==> src/rtl/mmio_arbiter.sv <==
// Round-robin arbiter sharing the MMIO switch/LED port between two bus masters.
// Optional address range checking is enabled by defining MMIO_ARB_RANGE_CHECK_EN.
module mmio_arbiter #(
    parameter int unsigned WAIT_CYCLES = 1,
    parameter logic [31:0] IDLE_ADDR   = 32'h0000_0000
) (
    input  logic        clk_i,
    input  logic        rst_i,
    input  logic        m0_req_i,
    input  logic        m0_we_i,
    input  logic [31:0] m0_addr_i,
    input  logic [31:0] m0_wdata_i,
    output logic        m0_ack_o,
    output logic [31:0] m0_rdata_o,
    input  logic        m1_req_i,
    input  logic        m1_we_i,
    input  logic [31:0] m1_addr_i,
    input  logic [31:0] m1_wdata_i,
    output logic        m1_ack_o,
    output logic [31:0] m1_rdata_o,
    output logic [31:0] io_addr_o,
    output logic        io_we_o,
    output logic [31:0] io_wdata_o,
    input  logic [31:0] io_rdata_i,
`ifdef MMIO_ARB_RANGE_CHECK_EN
    output logic        m0_err_o,
    output logic        m1_err_o,
`endif
    output logic        busy_o,
    output logic        owner_o
);

    typedef enum logic [1:0] {IDLE, ACCESS, RESP} state_t;

    state_t      state, state_nxt;
    logic [1:0]  cnt, cnt_nxt;
    logic [31:0] addr_nxt, wdata_nxt;
    logic        we_nxt, owner_nxt;
    logic        ack0_nxt, ack1_nxt;
    logic [31:0] rdata0_nxt, rdata1_nxt;
    logic        sel;
    logic [31:0] g_addr, g_wdata;
    logic        g_we;
`ifdef MMIO_ARB_RANGE_CHECK_EN
    logic        err0_nxt, err1_nxt;
`endif

    // All io_* and master-facing outputs are registered; this block only
    // computes their next values so every output changes on a clock edge.
    always_comb begin
        state_nxt  = state;
        cnt_nxt    = cnt;
        addr_nxt   = io_addr_o;
        we_nxt     = io_we_o;
        wdata_nxt  = io_wdata_o;
        owner_nxt  = owner_o;
        ack0_nxt   = 1'b0;
        ack1_nxt   = 1'b0;
        rdata0_nxt = m0_rdata_o;
        rdata1_nxt = m1_rdata_o;
`ifdef MMIO_ARB_RANGE_CHECK_EN
        err0_nxt   = 1'b0;
        err1_nxt   = 1'b0;
`endif
        sel     = (m0_req_i && m1_req_i) ? ~owner_o : m1_req_i;
        g_addr  = sel ? m1_addr_i  : m0_addr_i;
        g_we    = sel ? m1_we_i    : m0_we_i;
        g_wdata = sel ? m1_wdata_i : m0_wdata_i;

        case (state)
            IDLE: begin
                if (m0_req_i || m1_req_i) begin
                    owner_nxt = sel;
`ifdef MMIO_ARB_RANGE_CHECK_EN
                    if (g_addr[31:8] != 24'hFFFFF0) begin
                        // Out-of-window access never touches the IO bus.
                        state_nxt = RESP;
                        if (sel) begin
                            ack1_nxt   = 1'b1;
                            err1_nxt   = 1'b1;
                            rdata1_nxt = '0;
                        end else begin
                            ack0_nxt   = 1'b1;
                            err0_nxt   = 1'b1;
                            rdata0_nxt = '0;
                        end
                    end else
`endif
                    begin
                        addr_nxt  = g_addr;
                        we_nxt    = g_we;
                        wdata_nxt = g_wdata;
                        cnt_nxt   = 2'(WAIT_CYCLES - 1);
                        state_nxt = ACCESS;
                    end
                end
            end
            ACCESS: begin
                if (cnt == 2'd0) begin
                    state_nxt = RESP;
                    we_nxt    = 1'b0;
                    addr_nxt  = IDLE_ADDR;
                    if (owner_o) begin
                        ack1_nxt   = 1'b1;
                        rdata1_nxt = io_rdata_i;
                    end else begin
                        ack0_nxt   = 1'b1;
                        rdata0_nxt = io_rdata_i;
                    end
                end else begin
                    cnt_nxt = cnt - 2'd1;
                end
            end
            RESP: begin
                state_nxt = IDLE;
            end
            default: begin
                state_nxt = IDLE;
            end
        endcase
    end

    always_ff @(posedge clk_i) begin
        if (rst_i) begin
            state      <= IDLE;
            cnt        <= '0;
            io_addr_o  <= IDLE_ADDR;
            io_we_o    <= 1'b0;
            io_wdata_o <= '0;
            m0_ack_o   <= 1'b0;
            m1_ack_o   <= 1'b0;
            m0_rdata_o <= '0;
            m1_rdata_o <= '0;
            owner_o    <= 1'b1;
`ifdef MMIO_ARB_RANGE_CHECK_EN
            m0_err_o   <= 1'b0;
            m1_err_o   <= 1'b0;
`endif
        end else begin
            state      <= state_nxt;
            cnt        <= cnt_nxt;
            io_addr_o  <= addr_nxt;
            io_we_o    <= we_nxt;
            io_wdata_o <= wdata_nxt;
            m0_ack_o   <= ack0_nxt;
            m1_ack_o   <= ack1_nxt;
            m0_rdata_o <= rdata0_nxt;
            m1_rdata_o <= rdata1_nxt;
            owner_o    <= owner_nxt;
`ifdef MMIO_ARB_RANGE_CHECK_EN
            m0_err_o   <= err0_nxt;
            m1_err_o   <= err1_nxt;
`endif
        end
    end

    assign busy_o = (state != IDLE);

endmodule
==> config.mk <==
export PLATFORM = sky130hd
export DESIGN_NAME = mmio_arbiter
export DESIGN_NICKNAME = d
export VERILOG_FILES = /design/src/rtl/mmio_arbiter.sv
export SDC_FILE = /design/constraint.sdc
export NUM_CORES = 1
export LEC_CHECK = 0
export CAP_MARGIN = 25
export CELL_PAD_IN_SITES_DETAIL_PLACEMENT = 1
export CELL_PAD_IN_SITES_GLOBAL_PLACEMENT = 1
export CORE_UTILIZATION = 29
export CTS_BUF_LIST = sky130_fd_sc_hd__clkbuf_16
export DETAILED_ROUTE_END_ITERATION = 8
export PLACE_DENSITY = 0.95
export SYNTH_ARGS = -nofsm -noshare
export SYNTH_HDL_FRONTEND = slang
export SYNTH_SLANG_ARGS = --single-unit
export TNS_END_PERCENT = 100
==> constraint.sdc <==
create_clock -name clk_i -period 3.1 [get_ports clk_i]
set_input_delay 0.465 -clock clk_i [delete_from_list [all_inputs] [get_ports clk_i]]
set_output_delay 0.465 -clock clk_i [all_outputs]
set_load 0.02 [all_outputs]
==> impl_metrics.py <==
metrics = {
    "floorplanning": {
        "core-area_sq_um": 18000,
        "die-area_sq_um": 18900,
        "rows": 49,
        "start_util_pct": 29.7,
        "num_io_pins": 299,
        "die_x_um": 138,
        "die_h_um": 138,
    },
    "pwr": {
        "peakVddDrop_uv": 351,
        "power.share.clock_pct": 41.1,
        "netSwitchingPower_mw": 1.45,
        "internal-power_mw": 3.79,
        "comb_power_share_pct": 21.3,
        "power_density_nw_per_um2": 573,
        "switching_share_pct": 27.7,
        "p_leak_nw": 3.38,
        "seq_power_share_pct": 37.6,
        "power_mw": 5.24,
    },
    "sta": {
        "finalHoldViolCount": 0,
        "fmax_ghz": 0.440,
        "setup_tns_ns": 0,
        "clock_skew_ns": 0.00852,
        "setup_viol": 0,
        "slew_viol_final": 0,
        "fin_crit_sh_pct": 73.3,
        "rsz0062_at_grt": "no",
        "relSlewSlack_pct": 37.4,
        "fin_crit_ns": 2.27,
        "worst_pin_slew_ns": 0.940,
    },
    "route": {
        "via_per_inst": 4.97,
        "antenna_left": 0,
        "routed_wl_mm": 20.8,
        "route.detailed.drc": 0,
        "drtIter0Drc": 177,
        "wire_per_inst_um": 18.4,
        "detail_route.first_pass.iterations": 5,
        "vias": 5612,
    },
    "layout": {
        "fin_util_pct": 50.9,
        "nets": 1055,
        "fin_cells": 1130,
        "area_delta_synth_final_pct": 71.4,
        "regArea_sq_um": 2720,
        "layout-drive-gt1-share_pct": 5.67,
        "fillCellCount": 2029,
        "multiInputGateArea_sq_um": 2380,
    },
    "worst_setup_path": {
        "end_kind": "output pin",
        "crit_path_top_delay_cell": "clkdlybuf4s50_1",
        "cp_max_fo": 9,
        "crit_buf_inv": 1,
        "worst_path_dominant_cell_family": "buffers and inverters",
        "critical_path_class": "reg2out",
        "max_stage_delay_ns": 0.76,
        "critPathArrivalTime_ns": 1.81,
        "start_kind": "flip-flop",
        "crit_chain": "clkdlybuf4s50_1",
        "cp.required_ns": 2.63,
    },
    "clocking": {
        "clk_pin_slew_ns": 0.06,
        "postCtsSetupBuffers": 0,
        "cts-root-buf": "clkbuf_16",
        "cts_buffer_depth": 2,
        "cts_tree": "built",
        "cts_max_level": 4,
        "cts_buffers": 17,
        "cts-resized-gates": 0,
        "clkLatencyLatePin_ns": 0.42,
        "cts-hold-fix-buffers": 0,
        "cts.sinks": 136,
    },
    "global_routing": {
        "grt_max_degree": 86,
        "grt_first_pass_wirelength_mm": 31.2,
        "gr-usage-all-layers_pct": 21.7,
        "antenna_found_initial": 0,
        "grt_pass1_vias": 5998,
        "gr-total-overflow": 0,
    },
    "yosys": {
        "yosysUniqueCellTypes": 30,
        "synth_area_sq_um": 5330,
        "yosys_warnings": 0,
        "syn_inst": 613,
        "synth_area_per_cell_sq_um": 8.70,
        "synth_nets": 781,
        "yosysSeqAreaShare_pct": 51.1,
        "ys_seq_elements": 136,
    },
    "placed_design": {
        "dp_hpwl_mm": 14.9,
        "port_buffers": 298,
        "gp_congestion": 0.737,
        "placedCellCount": 1097,
    },
    "min_path": {
        "hold_path_class": "in2reg",
    },
    "status": {
        "status": "completed",
    },
    "flow_run": {
        "max-cap-violations": 0,
    },
}
## synth_stat cells (all sizes together)
cell	number	share of area (%)
a21bo	1	0.19
a21boi	1	0.14
a21oi	98	9.2
a221o	1	0.19
a2bb2oi	1	0.16
a311oi	32	5.3
a31oi	1	0.23
and4b	1	0.19
buf	25	2.7
clkbuf	31	2.2
dfxtp	136	51
ha	2	0.47
inv	4	0.28
mux2i	33	6.2
nand2	193	14
nand2b	2	0.23
nand4b	1	0.16
nand4bb	1	0.21
nor2	6	0.56
nor2b	1	0.12
nor3b	1	0.14
nor4bb	1	0.19
o221ai	2	0.33
o2bb2ai	33	5.4
or2	1	0.12
or3	4	0.47
## power by group through the flow
stage          registers (mW)  clock network, mW  logic [mW]
3_3_place_gp             2.00                  0        1.08
5_1_grt                  1.99               2.29        1.19
4_1_cts                  1.97               2.20        1.13
6_report                 1.97               2.16        1.11
2_1_floorplan            2.15                  0       0.347
3_5_place_dp             2.00                  0        1.12
## kinds of logic (layout without fill, tap and decap cells)
family	after synthesis	count (layout)	share of synthesized area (%)
simple gates	212	212	16.0
compound gates	170	170	21.1
flops	136	136	51.1
buf+inv	60	347	5.19
mux	33	33	6.19
fa+ha+maj	2	2	0.469
other cells	0	1	0
## per-stage QoR
step | cell area (sq um) | hold slack, ns | worst slack [ns]
after global placement | 8480 | 0.441 | 0.587
after CTS | 9140 | 0.389 | 0.799
after detailed placement | 8510 | 0.447 | 0.670
final | 9140 | 0.409 | 0.827
after floorplan | 5330 | 0.457 | 1.53
after global routing | 9140 | 0.402 | 0.740
## layer usage
layer	track usage, %	vias up	wire length [um]
li1	-	2674	-
met1	22.6	2677	7990
met2	39.1	221	10700
met3	7.91	40	1620
met4	9.10	0	525
met5	0	-	0
## layout by cell type (no fill, tap or decap)
| cell type | instances |
|---|---|
| ha_1 | 2 |
| buf_12 | 1 |
| a311oi_1 | 32 |
| nor2_1 | 4 |
| a31oi_4 | 1 |
| a21oi_1 | 98 |
| diode_2 | 1 |
| nand2b_1 | 2 |
| nor2b_1 | 1 |
| or3_1 | 4 |
| bufinv_16 | 4 |
| a221o_1 | 1 |
| nor3b_1 | 1 |
| nand4bb_1 | 1 |
| a21bo_4 | 1 |
| buf_4 | 12 |
| clkinv_1 | 1 |
| buf_16 | 1 |
| nand4b_1 | 1 |
| o2bb2ai_1 | 33 |
| a2bb2oi_1 | 1 |
| inv_1 | 4 |
| nand2_1 | 193 |
| clkbuf_16 | 17 |
| nor2_4 | 1 |
| mux2i_1 | 33 |
| inv_2 | 1 |
| a21boi_4 | 1 |
| dfxtp_1 | 136 |
| and4b_1 | 1 |
| clkinv_4 | 4 |
| clkinvlp_4 | 3 |
| nor4bb_4 | 1 |
| clkdlybuf4s50_1 | 297 |
| or2_1 | 1 |
| inv_6 | 2 |
| o221ai_1 | 2 |
| nor2_2 | 1 |
## state kept, by name (all words and copies together) (netlist names)
register    count
io_addr_o      32
io_wdata_o     32
m0_rdata_o     32
m1_rdata_o     32
cnt             2
state           2
io_we_o         1
m0_ack_o        1
m1_ack_o        1
owner_o         1
## path summary, 6_finish.rpt
path,startpoint,endpoint,slack [ns],cells after the start
min,rst_i,state[0],0.41,2
min reg2reg,m1_rdata_o[24],m1_rdata_o[24],0.45,2
max,owner_o,owner_o,0.83,1
max reg2reg,owner_o,io_addr_o[22],1.18,4
## layout make-up
class / count / area share, %
Inverter: 4 / 0.164
Multi-Input combinational cell: 417 / 26.0
Clock buffer: 17 / 4.65
Antenna cell: 1 / 0.0274
Sequential cell: 136 / 29.8
Timing Repair Buffer: 311 / 34.0
Tap cell: 229 / 3.13
Clock inverter: 15 / 2.22
Note: power is estimated with default switching activity, not from simulation.
